`src/rtl/ysyx_22041412_trap_ctrl_if.sv`:
```
// Boundary/CSR/redirect bundle between the core pipeline and the trap controller.
// master: core side (presents the boundary, consumes CSR writes and redirects).
// slave:  trap controller side.
interface ysyx_22041412_trap_ctrl_if #(
    parameter int unsigned XLEN   = 64,
    parameter int unsigned CSR_AW = 3
);
    logic              commit_valid_i;
    logic [XLEN-1:0]   pc_i;
    logic              ecall_i;
    logic              mret_i;
    logic              irq_mtime_i;
    logic [XLEN-1:0]   csr_mstatus_i;
    logic [XLEN-1:0]   csr_mie_i;
    logic [XLEN-1:0]   csr_mtvec_i;
    logic [XLEN-1:0]   csr_mepc_i;
    logic              csr_we_o;
    logic [CSR_AW-1:0] csr_waddr_o;
    logic [XLEN-1:0]   csr_wdata_o;
    logic              redirect_valid_o;
    logic [XLEN-1:0]   redirect_pc_o;
    logic              redirect_ready_i;
    logic              stall_o;

    modport master (
        output commit_valid_i, pc_i, ecall_i, mret_i, irq_mtime_i,
        output csr_mstatus_i, csr_mie_i, csr_mtvec_i, csr_mepc_i,
        output redirect_ready_i,
        input  csr_we_o, csr_waddr_o, csr_wdata_o,
        input  redirect_valid_o, redirect_pc_o, stall_o
    );

    modport slave (
        input  commit_valid_i, pc_i, ecall_i, mret_i, irq_mtime_i,
        input  csr_mstatus_i, csr_mie_i, csr_mtvec_i, csr_mepc_i,
        input  redirect_ready_i,
        output csr_we_o, csr_waddr_o, csr_wdata_o,
        output redirect_valid_o, redirect_pc_o, stall_o
    );
endinterface

```
`src/rtl/ysyx_22041412_trap_ctrl.sv`:
```
// Machine-mode trap controller: takes timer interrupts, ecall and mret at an
// instruction boundary, sequences the CSR updates through a single write port
// and then redirects fetch.
// Optional: define YSYX_22041412_TRAP_VECTORED_EN to enable vectored interrupt
// dispatch when mtvec[1:0] == 2'b01 (ecall always uses the base address).
module ysyx_22041412_trap_ctrl #(
    parameter int unsigned XLEN   = 64,
    parameter int unsigned CSR_AW = 3
) (
    input  logic                        clk,
    input  logic                        rst,
    ysyx_22041412_trap_ctrl_if.slave    bus
);

    localparam logic [CSR_AW-1:0] ADDR_MSTATUS = CSR_AW'(1);
    localparam logic [CSR_AW-1:0] ADDR_MEPC    = CSR_AW'(4);
    localparam logic [CSR_AW-1:0] ADDR_MCAUSE  = CSR_AW'(5);
    localparam logic [XLEN-1:0]   CAUSE_IRQ    = {1'b1, (XLEN-1)'(7)};
    localparam logic [XLEN-1:0]   CAUSE_ECALL  = XLEN'(11);

    typedef enum logic [2:0] {
        IDLE        = 3'd0,
        SAVE_EPC    = 3'd1,
        SAVE_CAUSE  = 3'd2,
        SAVE_STATUS = 3'd3,
        RET_STATUS  = 3'd4,
        REDIRECT    = 3'd5
    } state_t;

    state_t              state;
    logic [XLEN-1:0]     status_q;
    logic [XLEN-1:0]     cause_q;
    logic                irq_q;
    logic                mret_q;

    logic                csr_we_q;
    logic [CSR_AW-1:0]   csr_waddr_q;
    logic [XLEN-1:0]     csr_wdata_q;
    logic                redirect_valid_q;
    logic [XLEN-1:0]     redirect_pc_q;

    logic                irq_pend;
    logic                accept;
    logic                trap_sel;
    logic [XLEN-1:0]     tvec_base;
    logic [XLEN-1:0]     trap_target;
    logic [XLEN-1:0]     redirect_target;

    // Trap entry: MPIE <- MIE, MIE <- 0, MPP <- M.
    function automatic logic [XLEN-1:0] trap_mstatus(input logic [XLEN-1:0] s);
        logic [XLEN-1:0] r;
        r        = s;
        r[7]     = s[3];
        r[3]     = 1'b0;
        r[12:11] = 2'b11;
        return r;
    endfunction

    // Trap return: MIE <- MPIE, MPIE <- 1.
    function automatic logic [XLEN-1:0] ret_mstatus(input logic [XLEN-1:0] s);
        logic [XLEN-1:0] r;
        r    = s;
        r[3] = s[7];
        r[7] = 1'b1;
        return r;
    endfunction

    // Event qualification at the boundary; interrupt beats ecall beats mret.
    always_comb begin
        irq_pend = bus.irq_mtime_i & bus.csr_mie_i[7] & bus.csr_mstatus_i[3];
        trap_sel = irq_pend | bus.ecall_i;
        accept   = (state == IDLE) & bus.commit_valid_i & (trap_sel | bus.mret_i);
    end

    // Redirect target, evaluated from the live CSR values when entering REDIRECT.
    always_comb begin
        tvec_base   = {bus.csr_mtvec_i[XLEN-1:2], 2'b00};
        trap_target = tvec_base;
`ifdef YSYX_22041412_TRAP_VECTORED_EN
        if (irq_q && (bus.csr_mtvec_i[1:0] == 2'b01)) begin
            trap_target = tvec_base + XLEN'({cause_q[5:0], 2'b00});
        end
`endif
        redirect_target = mret_q ? bus.csr_mepc_i : trap_target;
    end

    // Sequencer: state, event latches and registered outputs.
    always_ff @(posedge clk or negedge rst) begin
        if (!rst) begin
            state            <= IDLE;
            status_q         <= '0;
            cause_q          <= '0;
            irq_q            <= 1'b0;
            mret_q           <= 1'b0;
            csr_we_q         <= 1'b0;
            csr_waddr_q      <= '0;
            csr_wdata_q      <= '0;
            redirect_valid_q <= 1'b0;
            redirect_pc_q    <= '0;
        end else begin
            csr_we_q    <= 1'b0;
            csr_waddr_q <= '0;
            csr_wdata_q <= '0;
            case (state)
                IDLE: begin
                    if (accept) begin
                        status_q <= bus.csr_mstatus_i;
                        irq_q    <= irq_pend;
                        csr_we_q <= 1'b1;
                        if (trap_sel) begin
                            // csr_wdata_q holds the latched epc for the mepc write
                            cause_q     <= irq_pend ? CAUSE_IRQ : CAUSE_ECALL;
                            mret_q      <= 1'b0;
                            csr_waddr_q <= ADDR_MEPC;
                            csr_wdata_q <= bus.pc_i;
                            state       <= SAVE_EPC;
                        end else begin
                            cause_q     <= '0;
                            mret_q      <= 1'b1;
                            csr_waddr_q <= ADDR_MSTATUS;
                            csr_wdata_q <= ret_mstatus(bus.csr_mstatus_i);
                            state       <= RET_STATUS;
                        end
                    end
                end
                SAVE_EPC: begin
                    csr_we_q    <= 1'b1;
                    csr_waddr_q <= ADDR_MCAUSE;
                    csr_wdata_q <= cause_q;
                    state       <= SAVE_CAUSE;
                end
                SAVE_CAUSE: begin
                    csr_we_q    <= 1'b1;
                    csr_waddr_q <= ADDR_MSTATUS;
                    csr_wdata_q <= trap_mstatus(status_q);
                    state       <= SAVE_STATUS;
                end
                SAVE_STATUS, RET_STATUS: begin
                    redirect_valid_q <= 1'b1;
                    redirect_pc_q    <= redirect_target;
                    state            <= REDIRECT;
                end
                REDIRECT: begin
                    if (bus.redirect_ready_i) begin
                        redirect_valid_q <= 1'b0;
                        redirect_pc_q    <= '0;
                        state            <= IDLE;
                    end
                end
                default: begin
                    redirect_valid_q <= 1'b0;
                    redirect_pc_q    <= '0;
                    state            <= IDLE;
                end
            endcase
        end
    end

    // Output drive; stall also covers the IDLE cycle in which an event is accepted.
    assign bus.csr_we_o         = csr_we_q;
    assign bus.csr_waddr_o      = csr_waddr_q;
    assign bus.csr_wdata_o      = csr_wdata_q;
    assign bus.redirect_valid_o = redirect_valid_q;
    assign bus.redirect_pc_o    = redirect_pc_q;
    assign bus.stall_o          = (state != IDLE) | accept;

    // Bits of the CSR inputs that this block intentionally ignores.
    logic unused_bits;
`ifdef YSYX_22041412_TRAP_VECTORED_EN
    assign unused_bits = ^{bus.csr_mie_i[XLEN-1:8], bus.csr_mie_i[6:0]};
`else
    assign unused_bits = ^{bus.csr_mie_i[XLEN-1:8], bus.csr_mie_i[6:0],
                           bus.csr_mtvec_i[1:0], irq_q};
`endif

endmodule

```
`src/flat_wrapper.sv`:
```
// flat-port wrapper written by rule: the top's interface ports become plain ports
module ysyx_22041412_trap_ctrl_flat 
#(
    parameter int unsigned XLEN   = 64,
    parameter int unsigned CSR_AW = 3
)
  (clk, rst, bus_commit_valid_i, bus_pc_i, bus_ecall_i, bus_mret_i, bus_irq_mtime_i, bus_csr_mstatus_i, bus_csr_mie_i, bus_csr_mtvec_i, bus_csr_mepc_i, bus_redirect_ready_i, bus_csr_we_o, bus_csr_waddr_o, bus_csr_wdata_o, bus_redirect_valid_o, bus_redirect_pc_o, bus_stall_o);
  ysyx_22041412_trap_ctrl_if #(.XLEN(XLEN), .CSR_AW(CSR_AW)) bus_i ();
  input  logic clk;
  input  logic rst;
  input wire logic [$bits(bus_i.commit_valid_i)-1:0] bus_commit_valid_i;
  input wire logic [$bits(bus_i.pc_i)-1:0] bus_pc_i;
  input wire logic [$bits(bus_i.ecall_i)-1:0] bus_ecall_i;
  input wire logic [$bits(bus_i.mret_i)-1:0] bus_mret_i;
  input wire logic [$bits(bus_i.irq_mtime_i)-1:0] bus_irq_mtime_i;
  input wire logic [$bits(bus_i.csr_mstatus_i)-1:0] bus_csr_mstatus_i;
  input wire logic [$bits(bus_i.csr_mie_i)-1:0] bus_csr_mie_i;
  input wire logic [$bits(bus_i.csr_mtvec_i)-1:0] bus_csr_mtvec_i;
  input wire logic [$bits(bus_i.csr_mepc_i)-1:0] bus_csr_mepc_i;
  input wire logic [$bits(bus_i.redirect_ready_i)-1:0] bus_redirect_ready_i;
  output wire logic [$bits(bus_i.csr_we_o)-1:0] bus_csr_we_o;
  output wire logic [$bits(bus_i.csr_waddr_o)-1:0] bus_csr_waddr_o;
  output wire logic [$bits(bus_i.csr_wdata_o)-1:0] bus_csr_wdata_o;
  output wire logic [$bits(bus_i.redirect_valid_o)-1:0] bus_redirect_valid_o;
  output wire logic [$bits(bus_i.redirect_pc_o)-1:0] bus_redirect_pc_o;
  output wire logic [$bits(bus_i.stall_o)-1:0] bus_stall_o;
  assign bus_i.commit_valid_i = bus_commit_valid_i;
  assign bus_i.pc_i = bus_pc_i;
  assign bus_i.ecall_i = bus_ecall_i;
  assign bus_i.mret_i = bus_mret_i;
  assign bus_i.irq_mtime_i = bus_irq_mtime_i;
  assign bus_i.csr_mstatus_i = bus_csr_mstatus_i;
  assign bus_i.csr_mie_i = bus_csr_mie_i;
  assign bus_i.csr_mtvec_i = bus_csr_mtvec_i;
  assign bus_i.csr_mepc_i = bus_csr_mepc_i;
  assign bus_i.redirect_ready_i = bus_redirect_ready_i;
  assign bus_csr_we_o = bus_i.csr_we_o;
  assign bus_csr_waddr_o = bus_i.csr_waddr_o;
  assign bus_csr_wdata_o = bus_i.csr_wdata_o;
  assign bus_redirect_valid_o = bus_i.redirect_valid_o;
  assign bus_redirect_pc_o = bus_i.redirect_pc_o;
  assign bus_stall_o = bus_i.stall_o;
  ysyx_22041412_trap_ctrl #(.XLEN(XLEN), .CSR_AW(CSR_AW)) u_core (.clk(clk), .rst(rst), .bus(bus_i));
endmodule
```
`config.mk`:
```
export PLATFORM = sky130hd
export DESIGN_NAME = ysyx_22041412_trap_ctrl_flat
export DESIGN_NICKNAME = d
export VERILOG_FILES = /design/src/rtl/ysyx_22041412_trap_ctrl_if.sv /design/src/rtl/ysyx_22041412_trap_ctrl.sv /design/src/flat_wrapper.sv
export SDC_FILE = /design/constraint.sdc
export NUM_CORES = 1
export LEC_CHECK = 0
export ABC_CLOCK_PERIOD_IN_PS = 1800
export CORE_AREA = 3 3 178 180
export DETAILED_ROUTE_END_ITERATION = 8
export DIE_AREA = 0 0 181 183
export PLACE_DENSITY = 0.75
export REMOVE_ABC_BUFFERS = 1
export SYNTH_ARGS = -nofsm -noshare
export SYNTH_HDL_FRONTEND = slang
export SYNTH_SLANG_ARGS = --single-unit
```
`constraint.sdc`:
```
create_clock -name clk -period 1.8 [get_ports clk]
set_input_delay 0.18 -clock clk [delete_from_list [all_inputs] [get_ports clk]]
set_output_delay 0.18 -clock clk [all_outputs]
set_load 0.02 [all_outputs]
```
Word-level counts from Yosys, hierarchy flattened. Cells that the tools add are included.

Input port bits: 327. Register bits: 265.

Reductions and logical operators: 8. Equal/unequal tests: 7. Muxes and demuxes: 20. Bitwise operators: 8.

Operators by type and width (count): two-way mux 64 bit (6); case mux 64 bit (3 select lines) (2); two-way mux 3 bit (5); case mux 3 bit (5 select lines) (1); case mux 3 bit (3 select lines) (1); equality test 3 x 2 -> 1 bit, second input constant (2); equality test 3 bit, second input constant (2); AND reduction 2 bit (3); AND 1 bit (4); OR reduction 2 bit (2); equality test 3 x 1 -> 1 bit, second input constant (1); logical NOT 3 bit (1); two-way mux 1 bit (3); OR 1 bit (3); case mux 1 bit (3 select lines) (1); nonzero test 3 bit (1); OR reduction 3 bit (1); != test 2 x 1 -> 1 bit, second input constant (1); != test 2 bit, second input constant (1); case mux 1 bit (2 select lines) (1); inverter 1 bit (1).

Depth between registers and ports, before layout. Gate-level depths: netlist (run 1).

Word-level depth: 7. Depth in mapped cells: 7. Depth with buffers taken out: 3.

Least setup slack after synthesis (run 1). OpenSTA, ideal clock, no wires.

Kind: reg-to-reg. From: reg u_core.state[2]. To: reg u_core.status_q[53]. Slack: -0.046 ns. Stages on the path, launching flop included: 8. Data arrival time: 1.721 ns. Required time: 1.675 ns. Path buffers: 4. Library setup time: 0.125 ns. Cells stage by stage: dfrtp_1 buf_2 nor4b_4 and2_1 buf_4 buf_6 buf_8 mux2_4.

Cells in the longest elaborated chain, start to end: 4.

Ends and longest elaborated chain: start, declared (RTL line ysyx_22041412_trap_ctrl.sv:30) `state_t state;`; start signal, assigned (RTL line ysyx_22041412_trap_ctrl.sv:90) `state <= IDLE;`; start signal, assigned (RTL line ysyx_22041412_trap_ctrl.sv:116) `state <= SAVE_EPC;`; start signal, assigned (RTL line ysyx_22041412_trap_ctrl.sv:122) `state <= RET_STATUS;`; logical NOT 3 bit * (RTL line ysyx_22041412_trap_ctrl.sv:72, ysyx_22041412_trap_ctrl.sv:104); AND 1 bit (2 in series) (RTL line ysyx_22041412_trap_ctrl.sv:72) `accept = (state == IDLE) & bus.commit_valid_i & (trap_sel | bus.mret_i);`; AND reduction 2 bit (no source line) *; end signal, assigned (RTL line ysyx_22041412_trap_ctrl.sv:107) `status_q <= bus.csr_mstatus_i;`; end, declared (RTL line ysyx_22041412_trap_ctrl.sv:31) `logic [XLEN-1:0] status_q;`.

Mark *: on every way between the ends. The rest lies on a longest branch, timed or not. A chain may end at the register's enable or synchronous reset.

Final worst setup path (run 1).
From: reg u_core.state[0]. To: reg u_core.csr_wdata_q[35], in the netlist u_core.bus.csr_wdata_o[35].

Cells in the longest elaborated chain, start to end: 5. Elaborated cells on any way between the ends: 7.

Ends and longest elaborated chain: logical NOT 3 bit (RTL line ysyx_22041412_trap_ctrl.sv:72, ysyx_22041412_trap_ctrl.sv:104); AND 1 bit (2 in series) (RTL line ysyx_22041412_trap_ctrl.sv:72); two-way mux 64 bit (RTL line ysyx_22041412_trap_ctrl.sv:106) `if (accept) begin`; case mux 64 bit (3 select lines) * (RTL line ysyx_22041412_trap_ctrl.sv:104) `case (state)`; end signal, assigned (RTL line ysyx_22041412_trap_ctrl.sv:115) `csr_wdata_q <= bus.pc_i;`; end signal, assigned (RTL line ysyx_22041412_trap_ctrl.sv:121) `csr_wdata_q <= ret_mstatus(bus.csr_mstatus_i);`; end signal, assigned (RTL line ysyx_22041412_trap_ctrl.sv:129) `csr_wdata_q <= cause_q;`; end, declared (RTL line ysyx_22041412_trap_ctrl.sv:38) `logic [XLEN-1:0] csr_wdata_q;`.

Marked as above.

==> results.cfg, run 1 <==
[status]
status = complete, no violations

[synth]
synthSimpleGateAreaFrac_pct = 11.35
synth_compound_area_share_pct = 14.48
synth_common_cells = 200 x dfrtp_1, 64 x mux2i_1, 64 x o2bb2ai_1, 63 x nand2_1, 60 x nor3_1
synth_fa_ha_area_share_pct = 0
synth.most_common_cell = dfrtp_1
netlist_instances = 757
synth_top_area_share_pct = 55.28
synth_seq_area_share_pct = 55.28
yosys.area.top_type = dfrtp_1
async_flop_share_pct = 100.0
syn_area_per_cell_um2 = 11.96
syn_area_um2 = 9054
synth_xor_area_share_pct = 0
synth_cell_type_count = 41
ys.flop_type = dfrtp_1
ys_ff_latch = 200
synth.area.mux_share_pct = 15.08
synth_edf_count = 0
synth_top_family_by_area = multiplexers
yosys_warnings = 0
synth.top_cells.by_area = dfrtp_1 55%, mux2i_1 7.1%, mux2_2 6.3%

[drt]
via_count = 7829
firstDrtPassIters = 4
routed_via_density = 5.006
ant_nets = 0
drtIter0Drc = 496
avgRoutedWirePerCell_um = 21.00
drt-total-wl_mm = 32.84
drc = 0

[floorplan]
start_util_pct = 29.83
die_y_um = 183
io-pin-count = 461
dieArea_um2 = 33120
core_um2 = 30350
die-width_um = 181
rows = 64

[cts]
cts_made_buffers = 17
h-tree-depth = 4
clock_latency_ns = 0.44
cts.clk_slew.worst_paths_ns = 0.08
clock-sinks = 200
cts_tree = done
clock_path_buffers = 2
root_buffer = clkbuf_16

[grt]
antenna_found_initial = 0
grt_usage_pct = 19.08
grt_start_max_net_pins = 66
grt_pass1_wl_mm = 49.39
overflow = 0
grt_pass1_vias = 8288

[cells_and_area]
final_cells = 1564
nNetsFinal = 1483
diodes = 0
nFillCells = 2701
area_growth_pct = 62.06
drive_gt1_share_pct = 17.38
final_area_um2 = 14670

[critical_path]
critPathLaunch = u_core.state[0]
path_max_fanout = 8
path_delay_family = simple AND/OR/NAND/NOR gates
crit_slowest_cell = or4b_4
cp-end-kind = register
reg2reg_from = u_core.state[0]
crit_chain = or4b_4, buf_4, nor3_1, a211o_1
worstPathRequired_ns = 2.17
crit_buf_inv = 1
worstPathArrival_ns = 2.15
max_stage_delay_ns = 0.70
cp-start-kind = register
worstSetupPathType = register to register

[timing]
period_share_pct = 99.27
rsz0062_at_grt = true
period_needed_ns = 1.787
finalHoldViolCount = 0
max_freq_mhz = 559.7
final.setup_skew_ns = 0.009277
max_slew_margin_pct = 63.07
worstMarginPinSlew_ns = 0.5540
setup_viol = 0
drv_slew = 0

[hold_path]
worstHoldPathType = input port to async pin

[place]
placed_cell_area_um2 = 13810
portBuffers = 394
dp_hpwl_mm = 23.49
gp_congestion = 0.8418
dp_cells = 1527

[power_and_ir_drop]
leakagePower_nw = 6.645
vdd_drop_max_uv = 678.2
p_total_mw = 21.53
powerDensity_nw_per_um2 = 1468

[flow_run]
max-cap-violations = 0
-- report_power, final --
part / leakage (nW) / switching (mW) / internal (mW) / total [mW]
sequential: 2.55 / 0.998 / 6.37 / 7.37
combinational: 3.83 / 5.15 / 5.26 / 10.4
clock: 0.270 / 1.89 / 1.85 / 3.75
total: 6.65 / 8.04 / 13.5 / 21.5
-- timing repair --
item                       CTS  global route
gates resized for setup      5            48
hold buffers                 1             0
pin swaps                    1             4
hold endpoints to repair    46             0
buffers inserted             1             2
cloned                       0             2
setup endpoints to repair    1            83
-- cells in the final DEF (no fill, tap or decap), drive strengths merged, types with 2 or more instances in the layout --
cell,synthesis,routed
nor2b,2,2
and2,2,2
mux2i,64,64
a311o,3,3
nand3,6,6
o211ai,4,4
nand2,63,63
a211o,56,56
clkinvlp,0,2
nor3,60,60
a32o,2,2
a21o,2,2
nand4,4,4
buf,28,60
and3,56,56
a22oi,5,5
inv,2,9
o21ai,3,3
a21oi,4,4
o2bb2ai,64,64
nand2b,3,3
mux2,61,61
o21a,2,2
clkdlybuf4s50,0,391
clkinv,0,4
dfrtp,200,200
clkbuf,47,21
a31oi,3,3
-- through the flow --
| step | hold WS (ns) | setup TNS (ns) | setup slack [ns] | util (%) |
|---|---|---|---|---|
| floorplan | -0.1156 | -386.80 | -2.358 | - |
| global placement | 0.2012 | -12.22 | -0.3086 | 45.51 |
| detailed placement | 0.2106 | -14.69 | -0.3533 | 45.51 |
| CTS | 0.2852 | 0 | 0.01144 | 47.39 |
| global route | 0.3094 | -2.659 | -0.07262 | 48.35 |
| finish | 0.2761 | 0 | 0.01318 | 48.35 |
-- cells by family (layout without fill, tap and decap cells) --
logic type | after synthesis | after routing
buf+inv | 77 | 488
compound gates | 155 | 155
simple gates | 199 | 199
flops | 200 | 200
other cells | 1 | 1
mux | 125 | 125
-- metal layers --
layer  up-vias  global-route usage [%]  wire length, um
li1       3602                       -                -
met1      3850                   24.17            13580
met2       339                   31.64            15820
met3        38                   6.168             2692
met4         0                   5.302              747
met5         -                       0                0
-- layout make-up --
cell class | count | area [um2] | area share [%]
Sequential cell | 200 | 5011 | 34.15
Inverter | 2 | 7.507 | 0.05116
Clock buffer | 18 | 439.2 | 2.993
Timing Repair Buffer | 455 | 4663 | 31.78
Tap cell | 396 | 495.5 | 3.377
Multi-Input combinational cell | 480 | 3941 | 26.86
Clock inverter | 13 | 115.1 | 0.7845
-- final timing paths --
kind                                          endpoint  slack (ns)  depth (start not counted)
setup / recovery            u_core.bus.csr_wdata_o[35]        0.01                          4
hold / removal              u_core.bus.csr_wdata_o[11]        0.28                          2
setup reg to reg            u_core.bus.csr_wdata_o[35]        0.01                          4
hold reg to reg            u_core.bus.redirect_valid_o        0.48                          1
max in group asynchronous                u_core.mret_q        0.87                          3
min in group clk             u_core.bus.csr_wdata_o[2]        0.34                          3
-- registers in the layout, summed over array words and instances, names as in the netlist --
register	cells
u_core.cause_q	3
u_core.mret_q	1
u_core.status_q	61
u_core.bus.redirect_pc_o	64
u_core.bus.csr_we_o	1
u_core.bus.csr_wdata_o	64
u_core.state	3
u_core.bus.csr_waddr_o	2
u_core.bus.redirect_valid_o	1
No activity file was read; power rests on OpenSTA's default activity.
==> run 2: changes to the inputs <==
--- a/config.mk
+++ b/config.mk
@@ -9,8 +9,9 @@
 export CORE_AREA = 3 3 178 180
 export DETAILED_ROUTE_END_ITERATION = 8
 export DIE_AREA = 0 0 181 183
-export PLACE_DENSITY = 0.75
+export PLACE_DENSITY = 0.73
 export REMOVE_ABC_BUFFERS = 1
+export SLEW_MARGIN = 15
 export SYNTH_ARGS = -nofsm -noshare
 export SYNTH_HDL_FRONTEND = slang
 export SYNTH_SLANG_ARGS = --single-unit
==> results.cfg, run 2 (synthesized netlist as in run 1, its figures left out) <==
[status]
status = finished with violations
violations = negative setup slack

[grt]
grt_start_max_net_pins = 69
grt_usage_pct = 18.97
grt_pass1_wl_mm = 49.38
grt_pass1_vias = 8312
overflow = 0
antenna_found_initial = 2

[place]
dp_hpwl_mm = 23.22
gp_congestion = 0.8148
placed_cell_area_um2 = 13750
place_ws_ns = -0.4101
portBuffers = 394

[timing]
rsz0062_at_grt = true
period_share_pct = 100.1
period_needed_ns = 1.802
hold_ws_ns = 0.2437
max_freq_mhz = 554.8
setup_ws_ns = -0.002471
finalHoldViolCount = 0
worstMarginPinSlew_ns = 0.8335
final.setup_skew_ns = 0.01915
setup_viol = 1
drv_slew = 0
max_slew_margin_pct = 44.44

[floorplan]
start_util_pct = 29.83
dieArea_um2 = 33120
die_y_um = 183
die-width_um = 181
rows = 64
io-pin-count = 461
core_um2 = 30350

[drt]
drtIter0Drc = 351
drc = 0
avgRoutedWirePerCell_um = 20.64
drt-total-wl_mm = 32.22
met3RoutedLength_mm = 2.762
firstDrtPassIters = 4
wl_met2_mm = 15.79
routed_via_density = 4.956
dr.max_layer_used = met5
via_count = 7737
wl_met1_mm = 13.23
ant_nets = 0

[cells_and_area]
final_area_um2 = 14450
final_cell_mix = 389 x clkdlybuf4s50_1, 199 x dfrtp_1, 64 x mux2i_1, 64 x o2bb2ai_1, 63 x nand2_1
area_growth_pct = 59.58
nNetsFinal = 1479
drive_gt1_share_pct = 13.66
final_common_cell = clkdlybuf4s50_1
utilization_pct = 47.60
nFillCells = 2724

[flow_run]
max-cap-violations = 0

[critical_path]
cp-end-kind = register
worstSetupPathType = register to register
worstPathArrival_ns = 2.12
cp-start-kind = register
path_max_fanout = 8
worstPathRequired_ns = 2.12

[cts]
cts_tree = done
root_buffer = clkbuf_16
clock_latency_ns = 0.44
clock_path_buffers = 2
cts.clk_slew.worst_paths_ns = 0.08
h-tree-depth = 4
cts_made_buffers = 17
clock-sinks = 200

[power_and_ir_drop]
powerDensity_nw_per_um2 = 1488
leakagePower_nw = 6.643
vdd_drop_max_uv = 710.2
p_total_mw = 21.49

[hold_path]
worstHoldPathType = input port to async pin
[run 2: changes by cell type in the layout (fill, tap and decap cells not counted), sizes merged]
cell,before,now
clkbuf,21,19
buf,60,57
bufinv,0,1
clkinvlp,2,1
diode,0,1
clkinv,4,7
dlymetal6s2s,0,1
clkdlybuf4s50,391,389
inv,9,7
dlygate4sd2,0,1
[run 2: per-stage QoR]
| step | TNS, ns | instances |
|---|---|---|
| after global routing | -0.7401 | 1560 |
| after floorplan | -386.80 | 682 |
| final | -0.002471 | 1561 |
| after detailed placement | -29.19 | 1522 |
| after CTS | -0.0005813 | 1555 |
| after global placement | -27.71 | 1522 |
[run 2: worst paths after layout]
kind,startpoint,to,slack [ns],depth (start not counted)
worst max-delay path,u_core.state[1],u_core.status_q[19],-0.002,6
worst min-delay path,rst,u_core.bus.csr_wdata_o[25],0.24,2
worst max register to register,u_core.state[1],u_core.status_q[19],-0.002,6
worst min register to register,u_core.status_q[42],u_core.bus.csr_wdata_o[42],0.48,1
max in group asynchronous,rst,u_core.mret_q,0.87,3
min in group clk,bus_csr_mstatus_i[3],u_core.status_q[3],0.27,2
[run 2: per-layer routing]
layer,global-route usage [%],up-vias
met5,0,-
met4,4.662,2
met2,32.00,335
li1,-,3596
met3,6.069,29
met1,23.86,3775
[run 2: report_power, final]
| part | switching [mW] | internal [mW] |
|---|---|---|
| clock network | 1.85 | 1.94 |
| registers | 1.00 | 6.37 |
| logic | 5.07 | 5.26 |
[run 2: area by class of cell]
type | instances | area [um2] | share of cell area (%)
clock buffer | 17 | 425.4 | 2.944
clock inverter | 14 | 140.1 | 0.9699
tap | 396 | 495.5 | 3.429
multi-input combinational | 480 | 3782 | 26.18
inverter | 2 | 7.507 | 0.05196
antenna | 1 | 2.502 | 0.01732
sequential | 200 | 5009 | 34.67
timing repair buffer | 451 | 4586 | 31.74
[run 2: what timing repair did]
action | CTS | global route
setup buffers | 1 | 4
pin swaps | 1 | 1
endpoints found under the hold margin | 39 | 0
endpoints found under the setup margin | 48 | 30
resized for setup | 7 | 16
cloned | 0 | 1
hold buffers | 1 | 0
[run 2: critical path, cell delays in order, from the launching register on]
cell and delay [ns]:
dfrtp_1 0.41, buf_6 0.13, nor4b_4 0.25, and2_4 0.27
buf_12 0.16, buf_12 0.12, mux2_2 0.33
==> run 3: changes to the inputs <==
--- a/config.mk
+++ b/config.mk
@@ -5,7 +5,6 @@
 export SDC_FILE = /design/constraint.sdc
 export NUM_CORES = 1
 export LEC_CHECK = 0
-export ABC_CLOCK_PERIOD_IN_PS = 1800
 export CORE_AREA = 3 3 178 180
 export DETAILED_ROUTE_END_ITERATION = 8
 export DIE_AREA = 0 0 181 183
==> constraint.sdc (replaced) <==
create_clock -name clk -period 1.58 [get_ports clk]
set_input_delay 0.158 -clock clk [delete_from_list [all_inputs] [get_ports clk]]
set_output_delay 0.158 -clock clk [all_outputs]
set_load 0.02 [all_outputs]
==> results.cfg, run 3 (synthesized netlist as in run 1, its figures left out) <==
[floorplan]
dieArea_um2 = 33120
core_um2 = 30350
io-pin-count = 461
die_y_um = 183
rows = 64
die-width_um = 181
start_util_pct = 29.83

[grt]
grt_pass1_vias = 8489
grt_pass1_wl_mm = 51.76
antenna_found_initial = 1
overflow = 0
grt_start_max_net_pins = 69
grt_usage_pct = 20.04

[critical_path]
crit_path_end = u_core.bus.csr_wdata_o[42]
crit_chain = or4b_4, clkbuf_16, nor3_2, a211o_1
reg2regPathDepth = 4
cp-end-kind = register
crit_slowest_cell = or4b_4
cp-start-kind = register
worstSetupPathType = register to register
crit_buf_inv = 1
critPathLaunch = u_core.state[1]
path_max_fanout = 11
cp.depth = 4
worstPathRequired_ns = 1.95
path_delay_family = simple AND/OR/NAND/NOR gates
worstPathArrival_ns = 2.13
worstReg2RegEnd = u_core.bus.csr_wdata_o[42]
reg2reg_from = u_core.state[1]
worst-r2r-setup-slack_ns = -0.19
max_stage_delay_ns = 0.69

[status]
violations = negative setup slack
status = finished with violations

[cts]
clock-sinks = 200
clock_path_buffers = 2
cts_tree = done
cts_made_buffers = 17
h-tree-depth = 4
cts.clk_slew.worst_paths_ns = 0.08
root_buffer = clkbuf_16
clock_latency_ns = 0.43

[cells_and_area]
nNetsFinal = 1509
area_growth_pct = 69.89
final_cell_mix = 288 x clkdlybuf4s50_1, 196 x dfrtp_1, 84 x dlygate4sd2_1
final_common_cell = clkdlybuf4s50_1
ff_latch_area_um2 = 5012
multi_input_area_um2 = 4209
nFillCells = 2654
drive_gt1_share_pct = 21.26
final_cells = 1592

[timing]
period_needed_ns = 1.766
period_share_pct = 111.7
drv_slew = 0
worstMarginPinSlew_ns = 0.9027
setup_viol = 126
max_freq_mhz = 566.4
setup-tns-final_ns = -17.29
setup_ws_ns = -0.1856
hold_ws_ns = 0.2313
finalHoldViolCount = 0
rsz0062_at_grt = true
final.setup_skew_ns = 0.01200
max_slew_margin_pct = 39.82

[power_and_ir_drop]
leakagePower_nw = 7.612
powerDensity_nw_per_um2 = 1672
vdd_drop_max_uv = 846.6
p_total_mw = 25.72

[drt]
avgRoutedWirePerCell_um = 22.74
drtIter0Drc = 595
firstDrtPassIters = 4
ant_nets = 0
routed_via_density = 5.080
drt-total-wl_mm = 36.20
via_count = 8087
drc = 0

[place]
dp_hpwl_mm = 23.63
portBuffers = 394
gp_congestion = 0.8006
place_ws_ns = -0.4984
dp_cells = 1534

[hold_path]
worstHoldPathType = input port to async pin

[flow_run]
max-cap-violations = 0
[run 3: worst min-delay path by stage]
stage,to,cells after the start,startpoint,slack [ns]
6_report,u_core.bus.csr_wdata_o[50],2,rst,0.23
5_1_grt,u_core.status_q[50],2,rst,0.23
4_1_cts,u_core.status_q[50],2,rst,0.21
3_5_place_dp,u_core.bus.csr_wdata_o[50],1,rst,0.13
3_3_place_gp,u_core.bus.csr_wdata_o[50],1,rst,0.12
2_1_floorplan,u_core.bus.csr_waddr_o[0],0,rst,-0.14
[run 3: cell type report]
class	instances	share of cell area [%]
clock inverter	13	0.8786
tap	396	3.221
timing repair buffer	481	32.94
sequential	200	32.59
inverter	2	0.04881
clock buffer	19	2.945
multi-input combinational	480	27.37
antenna	1	0.01627
[run 3: per-stage QoR]
| step | utilization [%] | cell area [um2] |
|---|---|---|
| global placement | 45.68 | 13860 |
| CTS | 48.73 | 14790 |
| floorplan | - | 8720 |
| detailed placement | 45.68 | 13860 |
| finish | 50.68 | 15380 |
| global route | 50.67 | 15380 |
[run 3: report_power, final]
| group | internal [mW] | total [mW] | switching [mW] |
|---|---|---|---|
| Combinational | 6.39 | 12.9 | 6.50 |
| Sequential | 7.26 | 8.37 | 1.10 |
| Clock | 2.31 | 4.46 | 2.15 |
[run 3: worst reg2reg max path, cell delays in order, from the launching register on]
cell and delay, ns:
dfrtp_2 0.45, or4b_4 0.69, clkbuf_16 0.25, nor3_2 0.20, a211o_1 0.11
[run 3: per-layer routing]
metal  global-route usage (%)  share of wire [%]
met2                    34.25                 49
met1                    24.90                 41
met3                    6.287                8.0
met5                        0                  0
met4                    4.966                2.0
[run 3: repair_timing]
action                                  4_1_cts  5_1_grt
endpoints found under the setup margin      213      203
pin swaps                                     6       25
hold buffers                                  1        0
setup buffers                                 8        3
resized for setup                           156       83
hold endpoints to repair                     37        0
gates cloned                                  4       10
